### config.mk
export PLATFORM = sky130hd
export DESIGN_NAME = acc_ctrl_fsm_flat
export DESIGN_NICKNAME = d
export VERILOG_FILES = /design/src/rtl/acc_ctrl_pkg.sv /design/src/rtl/acc_ctrl_fsm_if.sv /design/src/rtl/acc_ctrl_mem_timer.sv /design/src/rtl/acc_ctrl_fsm.sv /design/src/flat_wrapper.sv
export SDC_FILE = /design/constraint.sdc
export NUM_CORES = 1
export LEC_CHECK = 0
export CAP_MARGIN = 20
export CORE_MARGIN = 8
export CORE_UTILIZATION = 49
export CTS_CLUSTER_DIAMETER = 50
export DETAILED_ROUTE_END_ITERATION = 8
export PLACE_DENSITY = 0.95
export SLEW_MARGIN = 20
export SYNTH_ARGS = -nofsm -noshare
export SYNTH_HDL_FRONTEND = slang
export SYNTH_SLANG_ARGS = --single-unit
### constraint.sdc
create_clock -name clk -period 3.1 [get_ports clk]
set_input_delay 0.93 -clock clk [delete_from_list [all_inputs] [get_ports clk]]
set_output_delay 0.93 -clock clk [all_outputs]
set_load 0.03 [all_outputs]
### src/rtl/acc_ctrl_pkg.sv
// Shared definitions for the accumulator control sequencer:
// opcodes, sequencer states and datapath mux selects.
package acc_ctrl_pkg;

    localparam logic [2:0] OP_NOT  = 3'b000;
    localparam logic [2:0] OP_ADC  = 3'b001;
    localparam logic [2:0] OP_JPA  = 3'b010;
    localparam logic [2:0] OP_INCA = 3'b011;
    localparam logic [2:0] OP_STA  = 3'b100;
    localparam logic [2:0] OP_LDA  = 3'b101;
    localparam logic [2:0] OP_NOP  = 3'b110;
    localparam logic [2:0] OP_HLT  = 3'b111;

    typedef enum logic [3:0] {
        IDLE,
        F_ADDR,
        F_MEM,
        DECODE,
        I_ADDR,
        I_MEM,
        I_JMP,
        E_ADDR,
        E_MEM,
        E_ALU,
        HALT
    } state_t;

    // MA source select
    localparam logic [1:0] MA_PC = 2'd0;
    localparam logic [1:0] MA_IR = 2'd1;
    localparam logic [1:0] MA_MD = 2'd2;

    // PC source select
    localparam logic [1:0] PC_INC = 2'd0;
    localparam logic [1:0] PC_IR  = 2'd1;
    localparam logic [1:0] PC_MD  = 2'd2;

    function automatic logic is_mem_state(input state_t s);
        return s inside {F_MEM, I_MEM, E_MEM};
    endfunction

endpackage

### src/rtl/acc_ctrl_fsm_if.sv
// Datapath-facing bundle: IR/status inputs to the sequencer, and the
// register enables, mux selects and memory handshake it drives.
interface acc_ctrl_fsm_if #(
    parameter int ALU_W = 3
);
    logic [2:0]       ir_op;
    logic             ir_ind;
    logic             pos;
    logic             mem_ack;
    logic [1:0]       mux1c;
    logic [1:0]       mux2c;
    logic             mux3c;
    logic [ALU_W-1:0] alu_c;
    logic             en_ir;
    logic             en_md;
    logic             en_ac;
    logic             en_pc;
    logic             en_ma;
    logic             en_c;
    logic             mem_rd;
    logic             mem_wr;

    modport master (
        input  ir_op, ir_ind, pos, mem_ack,
        output mux1c, mux2c, mux3c, alu_c,
        output en_ir, en_md, en_ac, en_pc, en_ma, en_c,
        output mem_rd, mem_wr
    );

    modport slave (
        output ir_op, ir_ind, pos, mem_ack,
        input  mux1c, mux2c, mux3c, alu_c,
        input  en_ir, en_md, en_ac, en_pc, en_ma, en_c,
        input  mem_rd, mem_wr
    );
endinterface

### src/rtl/acc_ctrl_mem_timer.sv
// Wait-cycle counter for a memory state; expire_o flags the cycle in which
// the MEM_TIMEOUT-th consecutive cycle without ack is being spent.
module acc_ctrl_mem_timer #(
    parameter int unsigned MEM_TIMEOUT = 4
) (
    input  logic clk,
    input  logic rst_n,
    input  logic clr_i,
    input  logic inc_i,
    output logic expire_o
);
    localparam int unsigned CW = $clog2(MEM_TIMEOUT + 1);
    localparam logic [CW-1:0] LAST = CW'(MEM_TIMEOUT - 1);

    logic [CW-1:0] cnt_q;

    always_ff @(posedge clk or negedge rst_n) begin
        if (!rst_n) begin
            cnt_q <= '0;
        end else if (clr_i) begin
            cnt_q <= '0;
        end else if (inc_i) begin
            cnt_q <= cnt_q + 1'b1;
        end
    end

    assign expire_o = inc_i && (cnt_q == LAST);

endmodule

### src/rtl/acc_ctrl_fsm.sv
// Multi-cycle sequencer for the accumulator datapath: fetch, optional
// indirect address, execute and memory access over a req/ack handshake.
module acc_ctrl_fsm
    import acc_ctrl_pkg::*;
#(
    parameter int          CNT_W       = 16,
    parameter int unsigned MEM_TIMEOUT = 0,
    parameter int          ALU_W       = 3
) (
    input  logic                 clk,
    input  logic                 rst_n,
    input  logic                 start,
    acc_ctrl_fsm_if.master       dp,
    output logic                 retire,
    output logic [CNT_W-1:0]     instr_cnt,
    output logic                 halted,
    output logic                 err
);
    state_t           state_q, state_d;
    logic [CNT_W-1:0] cnt_q;
    logic             err_q;
    logic             halted_q;
    logic             expire;
    logic             timeout;

    generate
        if (MEM_TIMEOUT > 0) begin : g_timer
            // Every memory state is entered from a non-memory state, so
            // clearing outside them gives a fresh count on each entry.
            acc_ctrl_mem_timer #(.MEM_TIMEOUT(MEM_TIMEOUT)) u_timer (
                .clk      (clk),
                .rst_n    (rst_n),
                .clr_i    (!is_mem_state(state_q)),
                .inc_i    (is_mem_state(state_q) && !dp.mem_ack),
                .expire_o (expire)
            );
        end else begin : g_no_timer
            assign expire = 1'b0;
        end
    endgenerate

    always_ff @(posedge clk or negedge rst_n) begin
        if (!rst_n) begin
            state_q  <= IDLE;
            cnt_q    <= '0;
            err_q    <= 1'b0;
            halted_q <= 1'b0;
        end else begin
            // NOTE: all state updates use <= so every register samples the
            // pre-edge values regardless of statement order.
            state_q  <= state_d;
            cnt_q    <= cnt_q + CNT_W'(retire);
            err_q    <= err_q | timeout;
            halted_q <= (state_d == HALT);
        end
    end

    always_comb begin
        // NOTE: every output gets a default before the case so no path
        // through it can infer a latch.
        state_d     = state_q;
        dp.mux1c    = MA_PC;
        dp.mux2c    = PC_INC;
        dp.mux3c    = 1'b0;
        dp.alu_c    = '0;
        dp.en_ir    = 1'b0;
        dp.en_md    = 1'b0;
        dp.en_ac    = 1'b0;
        dp.en_pc    = 1'b0;
        dp.en_ma    = 1'b0;
        dp.en_c     = 1'b0;
        dp.mem_rd   = 1'b0;
        dp.mem_wr   = 1'b0;
        retire      = 1'b0;
        timeout     = 1'b0;

        unique case (state_q)
            IDLE: if (start) state_d = F_ADDR;
            F_ADDR: begin
                dp.en_ma = 1'b1;
                dp.mux1c = MA_PC;
                state_d  = F_MEM;
            end
            F_MEM: begin
                dp.mem_rd = 1'b1;
                if (dp.mem_ack) begin
                    dp.en_ir = 1'b1;
                    dp.en_pc = 1'b1;
                    dp.mux2c = PC_INC;
                    state_d  = DECODE;
                end
            end
            DECODE: begin
                case (dp.ir_op)
                    OP_NOT, OP_INCA: state_d = E_ALU;
                    OP_NOP: begin
                        state_d = F_ADDR;
                        retire  = 1'b1;
                    end
                    OP_HLT: begin
                        state_d = HALT;
                        retire  = 1'b1;
                    end
                    OP_JPA: begin
                        if (dp.pos && dp.ir_ind) begin
                            state_d = I_ADDR;
                        end else begin
                            dp.en_pc = dp.pos;
                            dp.mux2c = dp.pos ? PC_IR : PC_INC;
                            state_d  = F_ADDR;
                            retire   = 1'b1;
                        end
                    end
                    default: state_d = dp.ir_ind ? I_ADDR : E_ADDR;
                endcase
            end
            I_ADDR: begin
                dp.en_ma = 1'b1;
                dp.mux1c = MA_IR;
                state_d  = I_MEM;
            end
            I_MEM: begin
                dp.mem_rd = 1'b1;
                dp.en_md  = dp.mem_ack;
                if (dp.mem_ack) state_d = (dp.ir_op == OP_JPA) ? I_JMP : E_ADDR;
            end
            I_JMP: begin
                dp.en_pc = 1'b1;
                dp.mux2c = PC_MD;
                state_d  = F_ADDR;
                retire   = 1'b1;
            end
            E_ADDR: begin
                dp.en_ma = 1'b1;
                dp.mux1c = dp.ir_ind ? MA_MD : MA_IR;
                state_d  = E_MEM;
            end
            E_MEM: begin
                if (dp.ir_op == OP_STA) begin
                    dp.mem_wr = 1'b1;
                    dp.mux3c  = 1'b1;
                    if (dp.mem_ack) begin
                        state_d = F_ADDR;
                        retire  = 1'b1;
                    end
                end else begin
                    dp.mem_rd = 1'b1;
                    dp.en_md  = dp.mem_ack;
                    if (dp.mem_ack) state_d = E_ALU;
                end
            end
            E_ALU: begin
                dp.en_ac = 1'b1;
                dp.alu_c = ALU_W'(dp.ir_op);
                dp.en_c  = (dp.ir_op == OP_ADC);
                state_d  = F_ADDR;
                retire   = 1'b1;
            end
            HALT: state_d = HALT;
            default: state_d = IDLE;
        endcase

        // An ack in the expiry cycle has already completed the access above.
        if (expire && is_mem_state(state_q) && !dp.mem_ack) begin
            state_d = HALT;
            timeout = 1'b1;
        end
    end

    assign instr_cnt = cnt_q;
    assign err       = err_q;
    assign halted    = halted_q;

endmodule

### src/flat_wrapper.sv
// flat-port wrapper written by rule: the top's interface ports become plain ports
module acc_ctrl_fsm_flat import acc_ctrl_pkg::*;
#(
    parameter int          CNT_W       = 16,
    parameter int unsigned MEM_TIMEOUT = 0,
    parameter int          ALU_W       = 3
)
  (clk, rst_n, start, retire, instr_cnt, halted, err, dp_ir_op, dp_ir_ind, dp_pos, dp_mem_ack, dp_mux1c, dp_mux2c, dp_mux3c, dp_alu_c, dp_en_ir, dp_en_md, dp_en_ac, dp_en_pc, dp_en_ma, dp_en_c, dp_mem_rd, dp_mem_wr);
  acc_ctrl_fsm_if #(.ALU_W(ALU_W)) dp_i ();
  input  logic clk;
  input  logic rst_n;
  input  logic start;
  output logic retire;
  output logic [CNT_W-1:0] instr_cnt;
  output logic halted;
  output logic err;
  input wire logic [$bits(dp_i.ir_op)-1:0] dp_ir_op;
  input wire logic [$bits(dp_i.ir_ind)-1:0] dp_ir_ind;
  input wire logic [$bits(dp_i.pos)-1:0] dp_pos;
  input wire logic [$bits(dp_i.mem_ack)-1:0] dp_mem_ack;
  output wire logic [$bits(dp_i.mux1c)-1:0] dp_mux1c;
  output wire logic [$bits(dp_i.mux2c)-1:0] dp_mux2c;
  output wire logic [$bits(dp_i.mux3c)-1:0] dp_mux3c;
  output wire logic [$bits(dp_i.alu_c)-1:0] dp_alu_c;
  output wire logic [$bits(dp_i.en_ir)-1:0] dp_en_ir;
  output wire logic [$bits(dp_i.en_md)-1:0] dp_en_md;
  output wire logic [$bits(dp_i.en_ac)-1:0] dp_en_ac;
  output wire logic [$bits(dp_i.en_pc)-1:0] dp_en_pc;
  output wire logic [$bits(dp_i.en_ma)-1:0] dp_en_ma;
  output wire logic [$bits(dp_i.en_c)-1:0] dp_en_c;
  output wire logic [$bits(dp_i.mem_rd)-1:0] dp_mem_rd;
  output wire logic [$bits(dp_i.mem_wr)-1:0] dp_mem_wr;
  assign dp_i.ir_op = dp_ir_op;
  assign dp_i.ir_ind = dp_ir_ind;
  assign dp_i.pos = dp_pos;
  assign dp_i.mem_ack = dp_mem_ack;
  assign dp_mux1c = dp_i.mux1c;
  assign dp_mux2c = dp_i.mux2c;
  assign dp_mux3c = dp_i.mux3c;
  assign dp_alu_c = dp_i.alu_c;
  assign dp_en_ir = dp_i.en_ir;
  assign dp_en_md = dp_i.en_md;
  assign dp_en_ac = dp_i.en_ac;
  assign dp_en_pc = dp_i.en_pc;
  assign dp_en_ma = dp_i.en_ma;
  assign dp_en_c = dp_i.en_c;
  assign dp_mem_rd = dp_i.mem_rd;
  assign dp_mem_wr = dp_i.mem_wr;
  acc_ctrl_fsm #(.CNT_W(CNT_W), .MEM_TIMEOUT(MEM_TIMEOUT), .ALU_W(ALU_W)) u_core (.clk(clk), .rst_n(rst_n), .start(start), .dp(dp_i), .retire(retire), .instr_cnt(instr_cnt), .halted(halted), .err(err));
endmodule
==> flow_summary.yaml, run 1 <==
route:
  drtIter0Drc: 76
  drc: 0
  antenna_left: 0
  drtPass1Iterations: 4
  wl_mm: 3.817
  wire_per_inst_um: 16.60
  vias_per_cell: 5.791
  vias: 1332
critical_path:
  slowest_delay_ns: 0.50
  reg2reg_slack_ns: 0.80
  critPathLaunchType: "input pin"
  crit_required_ns: 2.17
  cp_max_fo: 6
  path_buf_inv: 3
  path_cells: "clkdlybuf4s50_1 > buf_4 > a31oi_1 > o221ai_2 > buf_6"
  crit_arrival_ns: 2.09
  end_kind: "primary output"
  critPathKind: "in2out"
  crit_slowest_cell: "clkdlybuf4s50_1"
  cp_top_family: "buffers and inverters"
logic_synthesis:
  syn-cell-area_um2: 1336
  avgSynthCellArea_um2: 9.153
  synth_area_leader_cell: "dfrtp_1"
  ys_types: 44
  ys_seq_area_share_pct: 39.33
  syn_inst: 146
  synth_fp_nets: 157
  yosys.area.top_type_share_pct: 39.33
  ys.warnings.count: 0
  synth-seq-cells: 21
  synth.area.top_cells: "dfrtp_1 39%, xor2_1 5.2%, xnor2_1 4.6%"
finish:
  multi_input_area_um2: 773.2
  fin_area_um2: 1929
  n_fill_cell: 219
  fin_nets: 211
  mostFrequentLayoutCells: "28 x buf_4, 22 x clkdlybuf4s50_1, 21 x dfrtp_1"
  area_growth_pct: 44.38
  drive_gt1_share_pct: 26.13
  postLayoutCoreUtil_pct: 72.46
  layout_commonest_cell: "buf_4"
  ff_latch_area_um2: 525.5
  diodes: 0
timing:
  finalSetupViolCount: 0
  rsz0062_at_grt: "false"
  fin_crit_sh_pct: 97.32
  final.min_clock_period_ns: 3.017
  clock_skew_ns: 0.008915
  fmax_mhz: 331.5
  final_max_slew_viol_count: 0
  final_hold_viol_count: 0
placed_design:
  hpwl_mm: 2.925
  placed_cell_area_um2: 1834
  gp_congestion: 0.9638
  port_buffers: 42
power:
  switching_share_pct: 47.06
  power.net_switching_mw: 0.6454
  pwr-share-clk_pct: 9.6
  comb_power_share_pct: 61.3
  leakage_nw: 0.9109
  internal_power_mw: 0.7261
  cellPowerDensity_nw_per_um2: 710.9
  vdd_drop_max_mv: 0.5750
  seqPwrFrac_pct: 29.0
job:
  max_cap_violations: 0
floorplan:
  rows: 19
  ios: 44
  initial_core_util_pct: 50.19
  dieArea_um2: 4654
  core_area_um2: 2663
  die_x_um: 68.22
  die_height_um: 68.22
global_route:
  grt_first_pass_wirelength_mm: 6.327
  grt_max_degree: 22
  grt_usage_pct: 17.32
  grt_antenna_before_repair: 0
  first_global_vias: 1402
  grt_overflow: 0
clocking:
  clockBufferDepth: 2
  cts_buffers: 3
  cts_sinks: 21
  h-tree-depth: 1
  path_clk_slew_ns: 0.12
  root_buffer: "clkbuf_4"
  clk_latency_ns: 0.31
  cts_tree: "done"
outcome:
  status: "complete, no violations"
min_path:
  hold_path.class: "reg2reg"
sequential cells by signal (all words and copies together), names as in the netlist:
signal and flops:
u_core.instr_cnt 16, u_core.state_q 4, u_core.halted 1
power groups by stage:
stage,Sequential [mW],Combinational [mW],Clock [mW]
after floorplan,0.459,0.473,0
after global placement,0.397,0.794,0
after detailed placement,0.403,0.820,0
after CTS,0.399,0.839,0.136
after global routing,0.409,0.904,0.148
final,0.398,0.841,0.132
what timing repair did:
item                       CTS  global route
gates resized for setup     15             6
setup endpoints to repair    6             7
setup buffers                3             0
pin swaps                    4             2
hold buffers                 0             0
final timing paths:
kind,to,cells after the start,start
max,retire,5,dp_mem_ack
min,u_core.instr_cnt[15],1,u_core.instr_cnt[15]
max reg2reg,u_core.instr_cnt[15],9,u_core.state_q[1]
min reg2reg,u_core.instr_cnt[15],1,u_core.instr_cnt[15]
max in group asynchronous,u_core.instr_cnt[7],2,rst_n
min in group asynchronous,u_core.instr_cnt[15],2,rst_n
area by class of cell:
class                           instances  area share [%]
Multi-Input combinational cell        110           40.08
Timing Repair Buffer                   60           28.34
Sequential cell                        21           27.24
Tap cell                               31           2.010
Clock buffer                            3           1.167
Inverter                                4          0.7782
Clock inverter                          1          0.3891
worst register-to-register path, delay by kind of cell (launching register included):
kind,cells,cell delay (ns)
flip-flops,1,0.44
AO/OA/AOI/OAI,1,0.27
XOR/XNOR,1,0.14
adder cells (fa/ha/maj),1,0.25
AND/OR/NAND/NOR,4,0.84
buffers and inverters,2,0.29
cell usage after synthesis (all sizes together):
master / n
nand2b: 4
o31ai: 1
o21ai: 5
a21oi: 7
o221ai: 2
ha: 2
or3b: 1
nand3b: 1
a211oi: 2
dfrtp: 21
xnor2: 7
o32a: 1
buf: 11
a2111oi: 1
nand4: 3
nand2: 9
nor2b: 2
nand3: 8
or3: 1
and4bb: 2
nand4bb: 1
and3b: 1
o32ai: 1
o31a: 1
and3: 6
inv: 4
xor2: 8
conb: 1
a31o: 1
nor3b: 4
nor2: 16
nor3: 2
a31oi: 1
a211o: 1
and2: 1
o211ai: 1
and4: 1
nor4b: 3
mux2i: 1
kinds of logic after synthesis:
logic type,share of synthesized area (%)
AOI/OAI and AO/OA,13.02
xor gates and xnor gates,9.832
adders and majority gates,1.872
buffers and inverters,5.898
DFF,39.33
muxes,0.7491
other,0.2806
and+or+nand+nor,29.03
stage by stage:
step	std cells	power [mW]	TNS [ns]	hold WS, ns	setup WS (ns)
global route	230	1.461	0	0.5050	0.04196
global placement	223	1.191	-0.6670	0.4577	-0.4343
finish	230	1.372	0	0.4784	0.08297
detailed placement	223	1.224	-1.416	0.4691	-0.4466
CTS	230	1.374	-0.01159	0.4860	-0.01159
floorplan	146	0.9313	0	0.6119	0.09358
routing by layer:
| metal | part of all wire (%) | GRT usage (%) | vias to the layer above |
|---|---|---|---|
| li1 | - | - | 624 |
| met1 | 38 | 17.76 | 632 |
| met2 | 50 | 32.24 | 68 |
| met3 | 10 | 5.401 | 8 |
| met4 | 1.6 | 6.138 | 0 |
| met5 | 0 | 0 | - |
No activity file was read; power rests on OpenSTA's default activity.
==> run 2: changes to the inputs <==
--- a/config.mk
+++ b/config.mk
@@ -10,6 +10,7 @@
 export CORE_UTILIZATION = 49
 export CTS_CLUSTER_DIAMETER = 50
 export DETAILED_ROUTE_END_ITERATION = 8
+export GPL_ROUTABILITY_DRIVEN = 0
 export PLACE_DENSITY = 0.95
 export SLEW_MARGIN = 20
 export SYNTH_ARGS = -nofsm -noshare
==> flow_summary.yaml, run 2 (same netlist as run 1, synthesis figures left out) <==
min_path:
  hold_path.class: "reg2reg"
clocking:
  cts_buffers: 3
  clockBufferDepth: 2
  cts_hold_buf: 0
  cts_sinks: 21
  h-tree-depth: 1
  cts_tree: "done"
  root_buffer: "clkbuf_4"
  path_clk_slew_ns: 0.11
  clk_latency_ns: 0.30
critical_path:
  crit_slowest_cell: "clkdlybuf4s50_1"
  end_kind: "primary output"
  crit_arrival_ns: 2.18
  path_cells: "clkdlybuf4s50_1 > nor4b_2 > and3_1 > or3_4 > buf_6"
  critPathLaunchType: "input pin"
  cp_max_fo: 2
  critPathKind: "in2out"
  crit_required_ns: 2.17
  reg2reg_slack_ns: 0.68
  slowest_delay_ns: 0.41
timing:
  tns_ns: -0.01325
  rsz0062_at_grt: "true"
  final_max_slew_viol_count: 0
  clock_skew_ns: 0.004621
  fin_crit_sh_pct: 100.4
  finalSetupViolCount: 1
  setup_ws_ns: -0.01325
  final.min_clock_period_ns: 3.113
  fmax_mhz: 321.2
  final_hold_viol_count: 0
floorplan:
  ios: 44
  core_area_um2: 2663
  dieArea_um2: 4654
  die_height_um: 68.22
  rows: 19
  die_x_um: 68.22
  initial_core_util_pct: 50.19
finish:
  drive_gt1_share_pct: 26.26
  largest_reg_flops: 16
  mostFrequentLayoutCells: "25 x buf_4, 23 x clkdlybuf4s50_1, 21 x dfrtp_1"
  fin_area_um2: 1934
  area_growth_pct: 44.76
  diodes: 0
  layout_commonest_cell: "buf_4"
  fin_nets: 210
job:
  max_cap_violations: 0
route:
  wl_mm: 4.155
  drtPass1Iterations: 4
  drc: 0
  vias: 1368
  vias_per_cell: 5.974
  drtIter0Drc: 95
  antenna_left: 0
  wire_per_inst_um: 18.14
global_route:
  grt_overflow: 0
  first_global_vias: 1459
  grt_max_degree: 22
  grt_first_pass_wirelength_mm: 6.720
  grt_usage_pct: 18.42
  grt_antenna_before_repair: 0
outcome:
  status: "finished, violations left"
  violations: "negative setup slack"
power:
  leakage_nw: 0.9036
  cellPowerDensity_nw_per_um2: 720.4
  vdd_drop_max_mv: 0.6578
placed_design:
  hpwl_mm: 3.041
  port_buffers: 42
  dp_slack_ns: -0.5190
  placed_cell_area_um2: 1827
==> run 2: cell count changes in the layout (fill, tap and decap cells not counted), sizes merged <==
cell           previous run  this run
buf                      32        31
clkbuf                    3         4
dlymetal6s2s              5         4
clkdlybuf4s50            22        23
clkinvlp                  1         0
==> run 2: metrics by stage <==
step	total power, mW	hold WS, ns	util [%]	std cells
after detailed placement	1.224	0.4665	68.61	222
after floorplan	0.9313	0.6119	-	146
after global placement	1.186	0.4584	68.61	222
after CTS	1.385	0.4833	71.62	229
final	1.393	0.4817	72.65	229
after global routing	1.485	0.4946	72.65	229
==> run 2: metal layers <==
| layer | vias up | track usage [%] | routed length (um) |
|---|---|---|---|
| li1 | 621 | - | - |
| met4 | 0 | 7.161 | 58 |
| met3 | 6 | 4.583 | 404 |
| met5 | - | 0 | 0 |
| met1 | 667 | 19.59 | 1618 |
| met2 | 74 | 34.00 | 2075 |
==> run 2: layout make-up <==
class                      count  area, um2
inverter                       4      15.01
multi-input combinational    110      784.5
clock buffer                   4      26.28
sequential                    21      525.5
timing repair buffer          59      544.3
tap                           31      38.79
fill                         194      728.2
==> run 2: timing repair <==
item | 4_1_cts | 5_1_grt
setup endpoints to repair | 6 | 8
gates resized for setup | 16 | 8
pin swaps | 3 | 2
setup buffers | 3 | 0
==> run 2: path summary, 6_finish.rpt <==
path / from / endpoint / depth (start not counted)
worst max-delay path: dp_pos / dp_en_pc / 5
worst min-delay path: u_core.instr_cnt[15] / u_core.instr_cnt[15] / 1
worst max register to register: u_core.state_q[2] / u_core.instr_cnt[11] / 9
worst min register to register: u_core.instr_cnt[15] / u_core.instr_cnt[15] / 1
max in group asynchronous: rst_n / u_core.state_q[1] / 2
min in group asynchronous: rst_n / u_core.instr_cnt[14] / 2
==> run 2: report_power, final <==
| part | switching (mW) | leakage, nW | internal (mW) | total, mW |
|---|---|---|---|---|
| registers | 0.0760 | 0.281 | 0.334 | 0.410 |
| clock network | 0.0798 | 0.0150 | 0.0502 | 0.130 |
| logic | 0.503 | 0.608 | 0.350 | 0.853 |
| total | 0.659 | 0.904 | 0.735 | 1.39 |
==> run 2: worst max-delay path: cells and delay by family <==
| kind | cells | cell delay [ns] |
|---|---|---|
| buf+inv | 2 | 0.56 |
| simple gates | 3 | 0.69 |
==> run 3: changes to the inputs <==
--- a/config.mk
+++ b/config.mk
@@ -16,3 +16,4 @@
 export SYNTH_ARGS = -nofsm -noshare
 export SYNTH_HDL_FRONTEND = slang
 export SYNTH_SLANG_ARGS = --single-unit
+export TNS_END_PERCENT = 100
==> results of run 3 <==
Final layout, timing and power as in run 2 (identical DEF).
